<file path="config.mk">
export PLATFORM = sky130hd
export DESIGN_NAME = jtag_csr_dr
export DESIGN_NICKNAME = d
export VERILOG_FILES = /design/src/rtl/jtag_csr_pkg.sv /design/src/rtl/jtag_dr_chain.sv /design/src/rtl/jtag_csr_dr.sv
export SDC_FILE = /design/constraint.sdc
export NUM_CORES = 1
export LEC_CHECK = 0
export CAP_MARGIN = 20
export CORE_UTILIZATION = 46
export DETAILED_ROUTE_END_ITERATION = 8
export PLACE_DENSITY = 0.76
export RECOVER_POWER = 25
export SLEW_MARGIN = 20
export SYNTH_ARGS = -nofsm -noshare
export SYNTH_HDL_FRONTEND = slang
export SYNTH_HIERARCHICAL = 1
export SYNTH_SLANG_ARGS = --single-unit
</file>
<file path="constraint.sdc">
create_clock -name tck -period 4.6 [get_ports tck]
set_clock_uncertainty 0.2 [all_clocks]
set_input_delay 1.15 -clock tck [delete_from_list [all_inputs] [get_ports tck]]
set_output_delay 1.15 -clock tck [all_outputs]
set_load 0.05 [all_outputs]
</file>
<file path="src/rtl/jtag_csr_pkg.sv">
// jtag_csr_pkg: shared widths, encodings and register-select enum for the JTAG CSR data registers
package jtag_csr_pkg;
    localparam int ADDR_W = 3;
    localparam int DATA_W = 32;
    localparam int CNT_W  = 6;
    localparam logic RW_WR = 1'b0;
    localparam logic RW_RD = 1'b1;
    localparam logic [ADDR_W-1:0] ADDR_RST = 3'b001;
    typedef enum logic [1:0] {
        SEL_BYPASS = 2'd0,
        SEL_ADDR   = 2'd1,
        SEL_DATA   = 2'd2
    } dr_sel_e;
endpackage

</file>
<file path="src/rtl/jtag_dr_chain.sv">
// jtag_dr_chain: one test data register with shift register, saturating bit counter, update register and in-flight valid
module jtag_dr_chain #(
    parameter int W = 8,
    parameter int CNT_W = 6,
    parameter logic [W-1:0] RST_VAL = '0
) (
    input  logic         tck,
    input  logic         tck_rst,
    input  logic         tdi,
    input  logic         capture,
    input  logic         shift,
    input  logic         update,
    input  logic [W-1:0] cap_val,
    output logic         sr0,
    output logic [W-1:0] par,
    output logic         valid
);
    logic [W-1:0]     sr;
    logic [CNT_W-1:0] cnt;
    assign sr0 = sr[0];
    // capture/shift/update sequencing; reset only reinitialises par when no pass is in flight
    always_ff @(posedge tck) begin
        if (tck_rst) begin
            sr    <= '0;
            cnt   <= '0;
            valid <= 1'b0;
            if (!valid) par <= RST_VAL;
        end else if (capture) begin
            sr    <= cap_val;
            cnt   <= '0;
            valid <= 1'b1;
        end else if (shift) begin
            sr  <= {tdi, sr[W-1:1]};
            cnt <= (cnt == '1) ? cnt : cnt + 1'b1;
        end else if (update) begin
            valid <= 1'b0;
            if (cnt == CNT_W'(W)) par <= sr;
        end
    end
endmodule

</file>
<file path="src/rtl/jtag_csr_dr.sv">
// jtag_csr_dr: CSR ADDR/DATA test data registers plus BYPASS with tdo mux, clocked by TCK
module jtag_csr_dr
    import jtag_csr_pkg::*;
(
    input  logic              tck,
    input  logic              tck_rst,
    input  logic              tdi,
    input  logic              sel_addr,
    input  logic              sel_data,
    input  logic              capture_dr,
    input  logic              shift_dr,
    input  logic              update_dr,
    input  logic [ADDR_W-1:0] csr_addr,
    input  logic [DATA_W-1:0] csr_data,
    output logic              tdo,
    output logic              dr_csr_addr_valid,
    output logic              dr_csr_data_valid,
    output logic [ADDR_W-1:0] dr_csr_addr,
    output logic [DATA_W-1:0] dr_csr_data
);
    dr_sel_e sel;
    logic    addr_sr0, data_sr0, bypass;
    assign sel = sel_addr ? SEL_ADDR : sel_data ? SEL_DATA : SEL_BYPASS;
    jtag_dr_chain #(.W(ADDR_W), .CNT_W(CNT_W), .RST_VAL(ADDR_RST)) u_addr (
        .tck(tck), .tck_rst(tck_rst), .tdi(tdi),
        .capture(capture_dr && sel == SEL_ADDR),
        .shift(shift_dr && sel == SEL_ADDR),
        .update(update_dr && sel == SEL_ADDR),
        .cap_val(csr_addr), .sr0(addr_sr0), .par(dr_csr_addr), .valid(dr_csr_addr_valid)
    );
    jtag_dr_chain #(.W(DATA_W), .CNT_W(CNT_W), .RST_VAL('0)) u_data (
        .tck(tck), .tck_rst(tck_rst), .tdi(tdi),
        .capture(capture_dr && sel == SEL_DATA),
        .shift(shift_dr && sel == SEL_DATA),
        .update(update_dr && sel == SEL_DATA),
        .cap_val(csr_data), .sr0(data_sr0), .par(dr_csr_data), .valid(dr_csr_data_valid)
    );
    // single-bit bypass register: cleared on capture, follows tdi on shift
    always_ff @(posedge tck) begin
        if (tck_rst) bypass <= 1'b0;
        else if (capture_dr && sel == SEL_BYPASS) bypass <= 1'b0;
        else if (shift_dr && sel == SEL_BYPASS) bypass <= tdi;
    end
    // tdo follows the LSB of whichever register the IR selects
    always_comb begin
        tdo = sel == SEL_ADDR ? addr_sr0 : sel == SEL_DATA ? data_sr0 : bypass;
    end
endmodule

</file>
# ---- After elaboration in Yosys (flattened, before gate mapping)
# Index checks and enable logic that the tools add are counted.
dict set report classes {
  addsub 2
  multipliers 0
  n_div 0
  order_cmp 0
  eq_ne 14
  n_shift 0
  muxes 26
  bitwise 2
  n_reduce_logical 26
}
# cell count
set ops {}
lappend ops {{32-bit 2-to-1 mux} 8}
lappend ops {{3-bit 2-to-1 mux} 8}
lappend ops {{6-bit == test, second input constant} 3}
lappend ops {{2-bit nonzero test} 8}
lappend ops {{6-bit by 1-bit adder with 6-bit output, second input constant} 2}
lappend ops {{2-bit != test, second input constant} 6}
lappend ops {{5-bit AND reduction} 2}
lappend ops {{1-bit logical AND} 8}
lappend ops {{1-bit 2-to-1 mux} 8}
lappend ops {{2-bit AND reduction} 4}
lappend ops {{6-bit by 2-bit == test with 1-bit output, second input constant} 1}
lappend ops {{2-bit OR reduction} 3}
lappend ops {{2-bit 2-to-1 mux} 2}
lappend ops {{2-bit by 1-bit != test with 1-bit output, second input constant} 2}
lappend ops {{2-bit by 1-bit == test with 1-bit output, second input constant} 1}
lappend ops {{2-bit == test, second input constant} 1}
lappend ops {{2-bit zero test} 1}
lappend ops {{1-bit inverter} 2}
dict set report word_totals {
  reg_bits 85
  latch_bits 0
  mem_bits_rw 0
  romBits 0
  inputBits 43
  out_inout_bits 38
  word_cells 79
  memories 0
}

# ---- Longest topological paths before layout
# Gate-level depths: netlist of run 1.
dict set report logic_depth {
  ltp_word 8
  mapped_depth 7
  depth_no_buf 5
}

# ---- By module
# Netlist of run 1, hierarchy kept.
# mod instances cells_per_inst area_per_inst_um2 seq_area_each_um2
set modules_own_cells {}
lappend modules_own_cells {{jtag_dr_chain at u_data} 1 251 3140.5 1741.7}
lappend modules_own_cells {{jtag_dr_chain at u_addr} 1 60 639.4 290.3}
lappend modules_own_cells {jtag_csr_dr 1 16 123.9 20.0}

# ---- Worst setup path after synthesis of run 1
# OpenSTA, ideal clock, no wires.
dict set report synth_path {
  path_kind {input to register}
  from {input port tck_rst}
  to {register u_data.par[0], enable pin}
  setup_time_ns 0.466
  arrival_time_ns 3.774
  t_required_ns 3.934
  setup_slack_ns 0.161
  cell_stages 3
  path_buffers 1
  path_cell_list {clkbuf_1 > inv_1 > o21ai_0}
}
dict set report synth_between {
  elab_chain_cells 2
  elab_cells_between_ends 6
  cone_classes {eq/ne (3); reduce/logical (3)}
}
# item line
set synth_lines {}
lappend synth_lines {{start: declaration} jtag_csr_dr.sv:6} ;# input logic tck_rst,
lappend synth_lines {{2-bit != test (no line) or 2-bit nonzero test (tied branches)} n/a}
lappend synth_lines {{5-bit AND reduction (no line) (*)} n/a}
lappend synth_lines {{end signal: assignment} jtag_dr_chain.sv:37} ;# if (cnt == CNT_W'(W)) par <= sr;
lappend synth_lines {{end: declaration} jtag_dr_chain.sv:15} ;# output logic [W-1:0] par,
# Every way passes the cells marked *; elsewhere a longest branch is shown, timed or not.
# A chain may end at the register's enable or synchronous reset.

# ---- Final worst setup path of run 1
dict set report layout_path {
  from {input port sel_addr}
  to {output port tdo}
}
dict set report layout_between {
  elab_chain_cells 4
  elab_cells_between_ends 5
  cone_classes {eq/ne (2); mux (3)}
}
# item line
set layout_lines {}
lappend layout_lines {{start: declaration} jtag_csr_dr.sv:8} ;# input logic sel_addr,
lappend layout_lines {{2-bit 2-to-1 mux (*)} jtag_csr_dr.sv:23} ;# assign sel = sel_addr ? SEL_ADDR : sel_data ? SEL_DATA : SEL_BYPASS;
lappend layout_lines {{2-bit == test} jtag_csr_dr.sv:46} ;# tdo = sel == SEL_ADDR ? addr_sr0 : sel == SEL_DATA ? data_sr0 : bypass;
lappend layout_lines {{1-bit 2-to-1 mux} jtag_csr_dr.sv:46}
lappend layout_lines {{1-bit 2-to-1 mux (*)} jtag_csr_dr.sv:46}
lappend layout_lines {{end: declaration} jtag_csr_dr.sv:15} ;# output logic tdo,
# Marked as above.

==> results.cfg, run 1 <==
[run_status]
status = finished clean

[min_path]
min_delay_worst_endpoint = bypass
holdCritPathClass = reg2reg
hold_path.startpoint = bypass
whs_path_depth = 2

[detailed_routing]
dr_total_vias = 2571
detail_route.wl_per_cell_microns = 13.8
final_antenna_net_count = 0
wirelength_routed_mm = 7.10
drt_first_iter_violations = 76
detail_route.vias_per_cell = 5.01
drt_pre_antenna_iters = 4
drc = 0

[cts]
cts_num_sinks = 85
cts_hold_buffers = 0
cts-root-to-sink-buffers = 2
cts_resized = 0
postCtsSetupRepairBufs = 0
cts_tree = built
clk_transition_reported_paths_ps = 90
clk-insertion-delay-late_ps = 360
clk_root_buffer_cell = clkbuf_8
tritoncts.num_buffers = 9
cts_max_level = 3

[critical_path]
worst-path-max-fanout = 8
r2r-end = u_data/par[27]
regToRegSetupSlack_ps = 2620
timing.critical_path.cells = dlygate4sd3_1 > o21ai_0 > clkdlybuf4s50_1
required_ps = 3250
critical-path-top-delay-family = buffers and inverters
crit-reg2reg-launch = u_data/cnt[2]
cp_data_arrival_time_ps = 2790
cp-start-kind = input pin
setup.worst_path.class = in2out
critPathBufInv = 2
critical-path-slowest-cell = clkdlybuf4s50_1
reg2reg_depth = 3
critical_path.endpoint_type = output port
timing.critical_path.slowest_cell_delay_ps = 820

[power_and_ir_drop]
p_seq_share_pct = 53.3
total_leakage_power_nw = 1.82
p_switching_w = 0.000434
power.density_cell_area_nw_per_um2 = 318
power.share.combinational_pct = 15.3
share_clk_of_total_power_pct = 31.4
max-vdd-ir-drop_mv = 0.183
p_int_w = 0.00113
netSwitchingFraction_pct = 27.7

[global_route]
grt_first_pass_wirelength_mm = 11.2
globalRouteMet2Util_pct = 25.6
grt_util_met3_pct = 4.05
globalRoute.totalOverflow = 0
antenna_found_initial = 0
largest_net_degree_at_the_start_of_global_routing = 68
top_usage_layer = met2
via_count_of_the_first_global_routing_pass = 2333
met1_usage_pct = 22.2
grt.total_usage_pct = 16.7

[sta]
max_slew.worst_pin.slew_ps = 1250
fraction_of_the_cycle_the_final_worst_path_needs_pct = 89.9
report.final.hold_viol_count = 0
grt_setup_unrepaired = no
fin_setup_tns_ps = 0
slew-limit-headroom_pct = 16.9
final.hold.worst_slack_ps = 286
finalSetupViolations = 0
period_needed_ps = 4140
max_freq_ghz = 0.242
slew_viol_final = 0

[yosys]
synth_top_flop_cell = dfxtp_1
synth_largest_type_area_fraction_pct = 26.9
library_cell_with_the_highest_instance_count_after_synthesis = dfxtp_1
synth_largest_area_cell = edfxtp_1
postSynthRegisterBits = 85
post_synth_inst_count = 327
synth-seq-area-share_pct = 52.6
post_synth_num_cell_types = 48
synthTopCellsByCount = dfxtp_1, nor2_1, mux2i_1, edfxtp_1, nor2b_1
synth_edf_count = 35
post_synth.cell_area_avg_sq_um = 11.9
synth.net_count = 373
ys.warnings.count = 6
synthesis.area_sq_um = 3900
leading_cell_types_by_total_area_after_synthesis = edfxtp_1, dfxtp_1, mux2i_1
synth_async_reset_ratio_pct = 0

[layout]
share_of_cells_above_drive_strength_1_pct = 17.2
syn_to_final_growth_pct = 26.2
final-instance-count-excl-fill = 513
antenna-diode-count = 0
design.final.nets = 449

[placement]
detailed_place_hpwl_mm = 4.78
place.gp.congestion = 0.842
port_buffers = 80
numPlacedInstances = 497

[floorplanning]
io_pins = 81
floorplan.die_area_sq_um = 8860
start_util_pct = 47.5
die_y_microns = 94.1
core_sq_um = 8220
std_cell_rows = 33
dieWidth_microns = 94.1

[job]
cap_violations = 0
[state kept, by name (all words and copies together), names as in the netlist]
| name | count |
|---|---|
| bypass | 1 |
| u_addr/cnt | 6 |
| u_addr/par | 3 |
| u_addr/sr | 3 |
| u_addr/valid | 1 |
| u_data/cnt | 6 |
| u_data/par | 32 |
| u_data/sr | 32 |
| u_data/valid | 1 |
[worst min-delay path: stages (launching register included)]
cell	delay [ps]
dfxtp_1	320
o31ai_1	60
a21oi_1	60
[cells in the final DEF, fill, tap and decap left out, types with 2 or more instances in the layout]
cell	count
clkdlybuf4s50_1	78
dfxtp_1	50
nor2_1	43
mux2i_1	40
edfxtp_1	35
nor2b_1	34
mux2_2	21
mux2_4	14
nand2_1	11
clkbuf_8	9
a21oi_1	7
inv_1	6
and2_2	3
inv_6	3
ha_1	3
o21ai_0	2
and2_0	2
o31ai_1	2
clkinv_4	2
clkbuf_1	2
nor4_2	2
nand4_1	2
and4_4	2
nor3_1	2
a31oi_1	2
buf_4	2
[per-stage QoR]
step	utilization, %	total power (W)	cell area, sq um	worst slack [ps]
final	59.9	0.00156	4920	463
after detailed placement	57.8	0.00109	4750	478
after CTS	60.0	0.00158	4930	459
after global routing	59.9	0.00163	4920	391
after global placement	57.8	0.00109	4750	528
after floorplan	-	0.00100	3900	161
[kinds of logic (layout without fill, tap and decap cells)]
logic type	Yosys count	after routing	synth area share, %
simple gates	118	118	16.9
flops	85	85	52.6
fa+ha+maj	3	3	0.962
mux	75	75	21.7
buf+inv	24	105	3.62
compound gates	22	22	4.26
[area by class of cell]
class | count | area, sq um
fillers | 709 | 3290
flip-flops and latches | 85 | 2050
multi-input cells | 218 | 1720
repair buffers | 83 | 815
well taps | 105 | 131
clock buffers | 10 | 128
clock inverters | 6 | 55.1
inverters | 6 | 22.5
[power groups by stage]
stage | Combinational [W] | Sequential (W) | Clock, W
3_3_place_gp | 0.000239 | 0.000850 | 0
6_report | 0.000239 | 0.000834 | 0.000492
2_1_floorplan | 0.0000900 | 0.000915 | 0
4_1_cts | 0.000242 | 0.000834 | 0.000504
3_5_place_dp | 0.000242 | 0.000851 | 0
5_1_grt | 0.000255 | 0.000837 | 0.000536
[per-layer routing]
layer,up-vias,share of wire [%],routed length [microns]
met4,0,1.8,129
met2,76,44,3150
met1,1180,47,3370
met5,-,0,0
li1,1304,-,-
met3,11,6.4,456
[worst max-delay path by stage]
stage                  start       endpoint  slack, ps  depth (start not counted)
floorplan            tck_rst  u_data/par[0]        160                          3
detailed placement  sel_data            tdo        480                          4
global route        sel_data            tdo        390                          4
finish              sel_addr            tdo        460                          3
CTS                 sel_data            tdo        460                          4
global placement    sel_data            tdo        530                          4
Note: power is estimated with default switching activity, not from simulation.
==> inputs of run 2 (changes only) <==
Settings changed: CORE_UTILIZATION 46 to 50, PLACE_DENSITY 0.76 to 0.78.
Clock period 4.6 ns to 4.3 ns, I/O delays scaled along.
==> results.cfg, run 2 (same netlist as run 1, synthesis figures left out) <==
[global_route]
antenna_found_initial = 0
grt_first_pass_wirelength_mm = 12.3
globalRoute.totalOverflow = 0
via_count_of_the_first_global_routing_pass = 2551
grt.total_usage_pct = 18.9
largest_net_degree_at_the_start_of_global_routing = 77

[floorplanning]
std_cell_rows = 31
floorplan.die_area_sq_um = 8160
io_pins = 81
dieWidth_microns = 90.4
die_y_microns = 90.4
core_sq_um = 7410
start_util_pct = 52.7

[sta]
max_slew.worst_pin.slew_ps = 1430
fin_setup_tns_ps = 0
grt_setup_unrepaired = no
fraction_of_the_cycle_the_final_worst_path_needs_pct = 78.5
finalSetupViolations = 0
report.final.hold_viol_count = 0
max_freq_ghz = 0.296
slew_viol_final = 0
slew-limit-headroom_pct = 4.59
period_needed_ps = 3370

[job]
cap_violations = 0

[critical_path]
crit-reg2reg-launch = u_data/cnt[2]
worst-path-max-fanout = 4
reg2reg_depth = 3
cp_data_arrival_time_ps = 2100
regToRegSetupSlack_ps = 2390
critical_path.endpoint_type = output port
required_ps = 3020
startpoint = sel_data
setup.worst_path.class = in2out
cp-start-kind = input pin
r2r-end = u_data/par[27]

[cts]
cts_num_sinks = 85
tritoncts.num_buffers = 9
postCtsSetupRepairBufs = 0
cts_hold_buffers = 0
clk_root_buffer_cell = clkbuf_8
cts_tree = built
cts_resized = 0
clk_transition_reported_paths_ps = 90
clk-insertion-delay-late_ps = 350
cts_max_level = 3
cts-root-to-sink-buffers = 2

[detailed_routing]
dr_total_vias = 2623
drt_first_iter_violations = 160
final_antenna_net_count = 0
drc = 0
drt_pre_antenna_iters = 4
wirelength_routed_mm = 7.49
detail_route.wl_per_cell_microns = 14.8
detail_route.vias_per_cell = 5.17

[layout]
mostFrequentLayoutCell = clkdlybuf4s50_1
most-common-layout-cells = clkdlybuf4s50_1, dfxtp_1, nor2_1
final-instance-count-excl-fill = 507
antenna-diode-count = 0
syn_to_final_growth_pct = 27.7
share_of_cells_above_drive_strength_1_pct = 18.1
reg.largest.list = u_data/par (32), u_data/sr (32)
design.final.nets = 449
final_util_pct = 67.3

[min_path]
hold_path.startpoint = u_addr/cnt[1]
holdCritPathClass = reg2reg
min_delay_worst_endpoint = u_addr/cnt[1]
whs_path_depth = 2

[placement]
detailed_place_hpwl_mm = 4.96
place.gp.congestion = 0.743
numPlacedInstances = 491
port_buffers = 80

[power_and_ir_drop]
max-vdd-ir-drop_mv = 0.171
p_switching_w = 0.000465
share_clk_of_total_power_pct = 37.7
power.density_cell_area_nw_per_um2 = 370
power.share.combinational_pct = 14.0
total_leakage_power_nw = 1.85
p_int_w = 0.00138
p_seq_share_pct = 48.4
netSwitchingFraction_pct = 25.2

[run_status]
status = finished clean
run 2: changes by cell type in the layout (fill, tap and decap cells not counted), sizes merged:
cell         before  now
clkbuf           12   11
clkinvlp          0    1
bufinv            0    3
buf               2    3
dlygate4sd3       1    0
clkinv            2    0
inv              10    9
run 2: power by group through the flow:
stage	Combinational, W	Clock [W]	Sequential [W]
6_report	0.000258	0.000695	0.000893
5_1_grt	0.000272	0.000747	0.000898
4_1_cts	0.000260	0.000705	0.000893
3_5_place_dp	0.000259	0	0.000912
3_3_place_gp	0.000255	0	0.000911
2_1_floorplan	0.0000964	0	0.000978
run 2: worst max-delay path by stage:
stage                          end  slack, ps  cells past startpoint
floorplan            u_data/par[0]        580                      7
global placement    u_data/par[19]        710                      6
detailed placement  u_data/par[19]        660                      6
CTS                            tdo        930                      4
global route                   tdo        860                      4
finish                         tdo        930                      4
run 2: stage by stage:
stage	power [W]	worst slack [ps]	hold slack, ps	area (sq um)
global placement	0.00117	711	265	4740
detailed placement	0.00117	657	276	4740
floorplan	0.00107	576	242	3900
finish	0.00185	926	287	4980
CTS	0.00186	934	289	4990
global route	0.00192	861	312	4980
run 2: per-layer routing:
| metal | part of all wire [%] | track usage, % | vias up |
|---|---|---|---|
| met4 | 0.87 | 5.24 | 0 |
| met1 | 48 | 24.9 | 1243 |
| met5 | 0 | 0 | - |
| met3 | 4.6 | 5.05 | 8 |
| li1 | - | - | 1305 |
| met2 | 47 | 30.8 | 67 |
run 2: critical path, cell delays in order:
cell and delay [ps]:
clkdlybuf4s50_1 540, mux2i_1 190, o21ai_0 90, buf_4 200
run 2: area by class of cell:
cell class | count | area, sq um
fillers | 570 | 2420
flip-flops and latches | 85 | 2050
multi-input cells | 218 | 1720
repair buffers | 83 | 812
clock inverters | 7 | 126
clock buffers | 9 | 124
well taps | 99 | 124
inverters | 6 | 22.5
==> inputs of run 3 (changes only) <==
Settings changed: CORE_UTILIZATION 50 to 46, PLACE_DENSITY 0.78 to 0.76.
Clock period 4.3 ns to 2.95 ns, I/O delays scaled along.
==> results.cfg, run 3 (same netlist as run 1, synthesis figures left out) <==
[cts]
cts_tree = built
clk_root_buffer_cell = clkbuf_8
cts_resized = 0
cts-root-to-sink-buffers = 2
cts_hold_buffers = 0
postCtsSetupRepairBufs = 0
cts_max_level = 3
tritoncts.num_buffers = 9
cts_num_sinks = 85
clk-insertion-delay-late_ps = 350
clk_transition_reported_paths_ps = 80

[detailed_routing]
detail_route.vias_per_cell = 5.00
drc = 0
wirelength_routed_mm = 7.18
detail_route.wl_per_cell_microns = 13.7
final_antenna_net_count = 0
drt_first_iter_violations = 57
drt_pre_antenna_iters = 4
dr_total_vias = 2615

[floorplanning]
io_pins = 81
floorplan.die_area_sq_um = 8860
std_cell_rows = 33
start_util_pct = 47.5
dieWidth_microns = 94.1
core_sq_um = 8220
die_y_microns = 94.1

[min_path]
hold_path.startpoint = u_addr/cnt[1]
min_delay_worst_endpoint = u_addr/cnt[1]
whs_path_depth = 2
holdCritPathClass = reg2reg

[power_and_ir_drop]
power.density_cell_area_nw_per_um2 = 503
total_power_w = 0.00255
total_leakage_power_nw = 1.88
max-vdd-ir-drop_mv = 0.276

[critical_path]
required_ps = 2010
critical_path.endpoint_type = output port
worst-path-max-fanout = 3
cp_data_arrival_time_ps = 1930
crit-reg2reg-launch = u_data/cnt[2]
regToRegSetupSlack_ps = 1190
reg2reg_depth = 4
r2r-end = u_data/par[29]
setup.worst_path.class = in2out
cp-start-kind = input pin

[layout]
reg.largest.list = u_data/par (32), u_data/sr (32)
share_of_cells_above_drive_strength_1_pct = 18.7
mostFrequentLayoutCell = clkdlybuf4s50_1
most-common-layout-cells = clkdlybuf4s50_1, dfxtp_1, nor2_1
antenna-diode-count = 0
design.final.nets = 459
syn_to_final_growth_pct = 29.7

[global_route]
grt.total_usage_pct = 17.8
antenna_found_initial = 0
via_count_of_the_first_global_routing_pass = 2536
grt_first_pass_wirelength_mm = 12.0
globalRoute.totalOverflow = 0
largest_net_degree_at_the_start_of_global_routing = 36

[run_status]
status = finished clean

[placement]
place.gp.congestion = 0.818
preCtsSetupSlack_ps = -20.0
detailed_place_hpwl_mm = 5.07
port_buffers = 80

[sta]
fraction_of_the_cycle_the_final_worst_path_needs_pct = 97.2
period_needed_ps = 2870
max_freq_ghz = 0.349
worst_slack_ps = 83.0
report.final.hold_viol_count = 0
finalSetupViolations = 0
slew_viol_final = 0
max_slew.worst_pin.slew_ps = 1050
slew-limit-headroom_pct = 30.0
grt_setup_unrepaired = no

[job]
cap_violations = 0
[run 3: cell count changes in the layout (fill, tap and decap cells not counted), sizes merged]
cell	previous run	this run
clkbuf	11	17
bufinv	3	1
inv	9	8
buf	3	10
[run 3: cell type report]
class / instances / area, sq um
fillers: 701 / 3150
flip-flops and latches: 85 / 2050
clock inverters: 4 / 52.6
inverters: 6 / 22.5
multi-input cells: 218 / 1720
clock buffers: 12 / 156
well taps: 105 / 131
repair buffers: 93 / 925
[run 3: worst max-delay path, stage by stage]
cell and delay, ps:
clkdlybuf4s50_1 420, buf_4 150, mux2i_1 110, o21ai_0 320, buf_12 190
[run 3: metrics by stage]
stage / hold slack, ps / cells / setup TNS [ps] / area [sq um] / utilization, %
2_1_floorplan: 242 / 327 / 0 / 3910 / -
3_3_place_gp: 265 / 507 / 0 / 4870 / 59.3
3_5_place_dp: 276 / 507 / -379 / 4870 / 59.3
4_1_cts: 291 / 523 / 0 / 5080 / 61.8
5_1_grt: 315 / 523 / 0 / 5060 / 61.6
6_report: 284 / 523 / 0 / 5060 / 61.6
[run 3: power breakdown]
group	internal (W)	total, W	switching (W)	leakage [nW]
registers	0.00127	0.00130	0.0000259	0.761
logic	0.000179	0.000392	0.000213	1.02
clock network	0.000447	0.000856	0.000409	0.103
[run 3: worst max-delay path by stage]
stage	end	depth (start not counted)	slack, ps	from
floorplan	tdo	2	90	sel_data
global placement	u_data/par[20]	7	50	sel_addr
detailed placement	u_data/par[20]	7	-20	sel_addr
CTS	tdo	5	60	sel_data
global route	tdo	5	3	sel_data
finish	tdo	5	80	sel_data
[run 3: per-layer routing]
| layer | track usage, % | routed length [microns] |
|---|---|---|
| met2 | 28.9 | 3360 |
| met3 | 5.02 | 393 |
| met5 | 0 | 0 |
| met1 | 22.4 | 3340 |
| met4 | 6.54 | 82 |
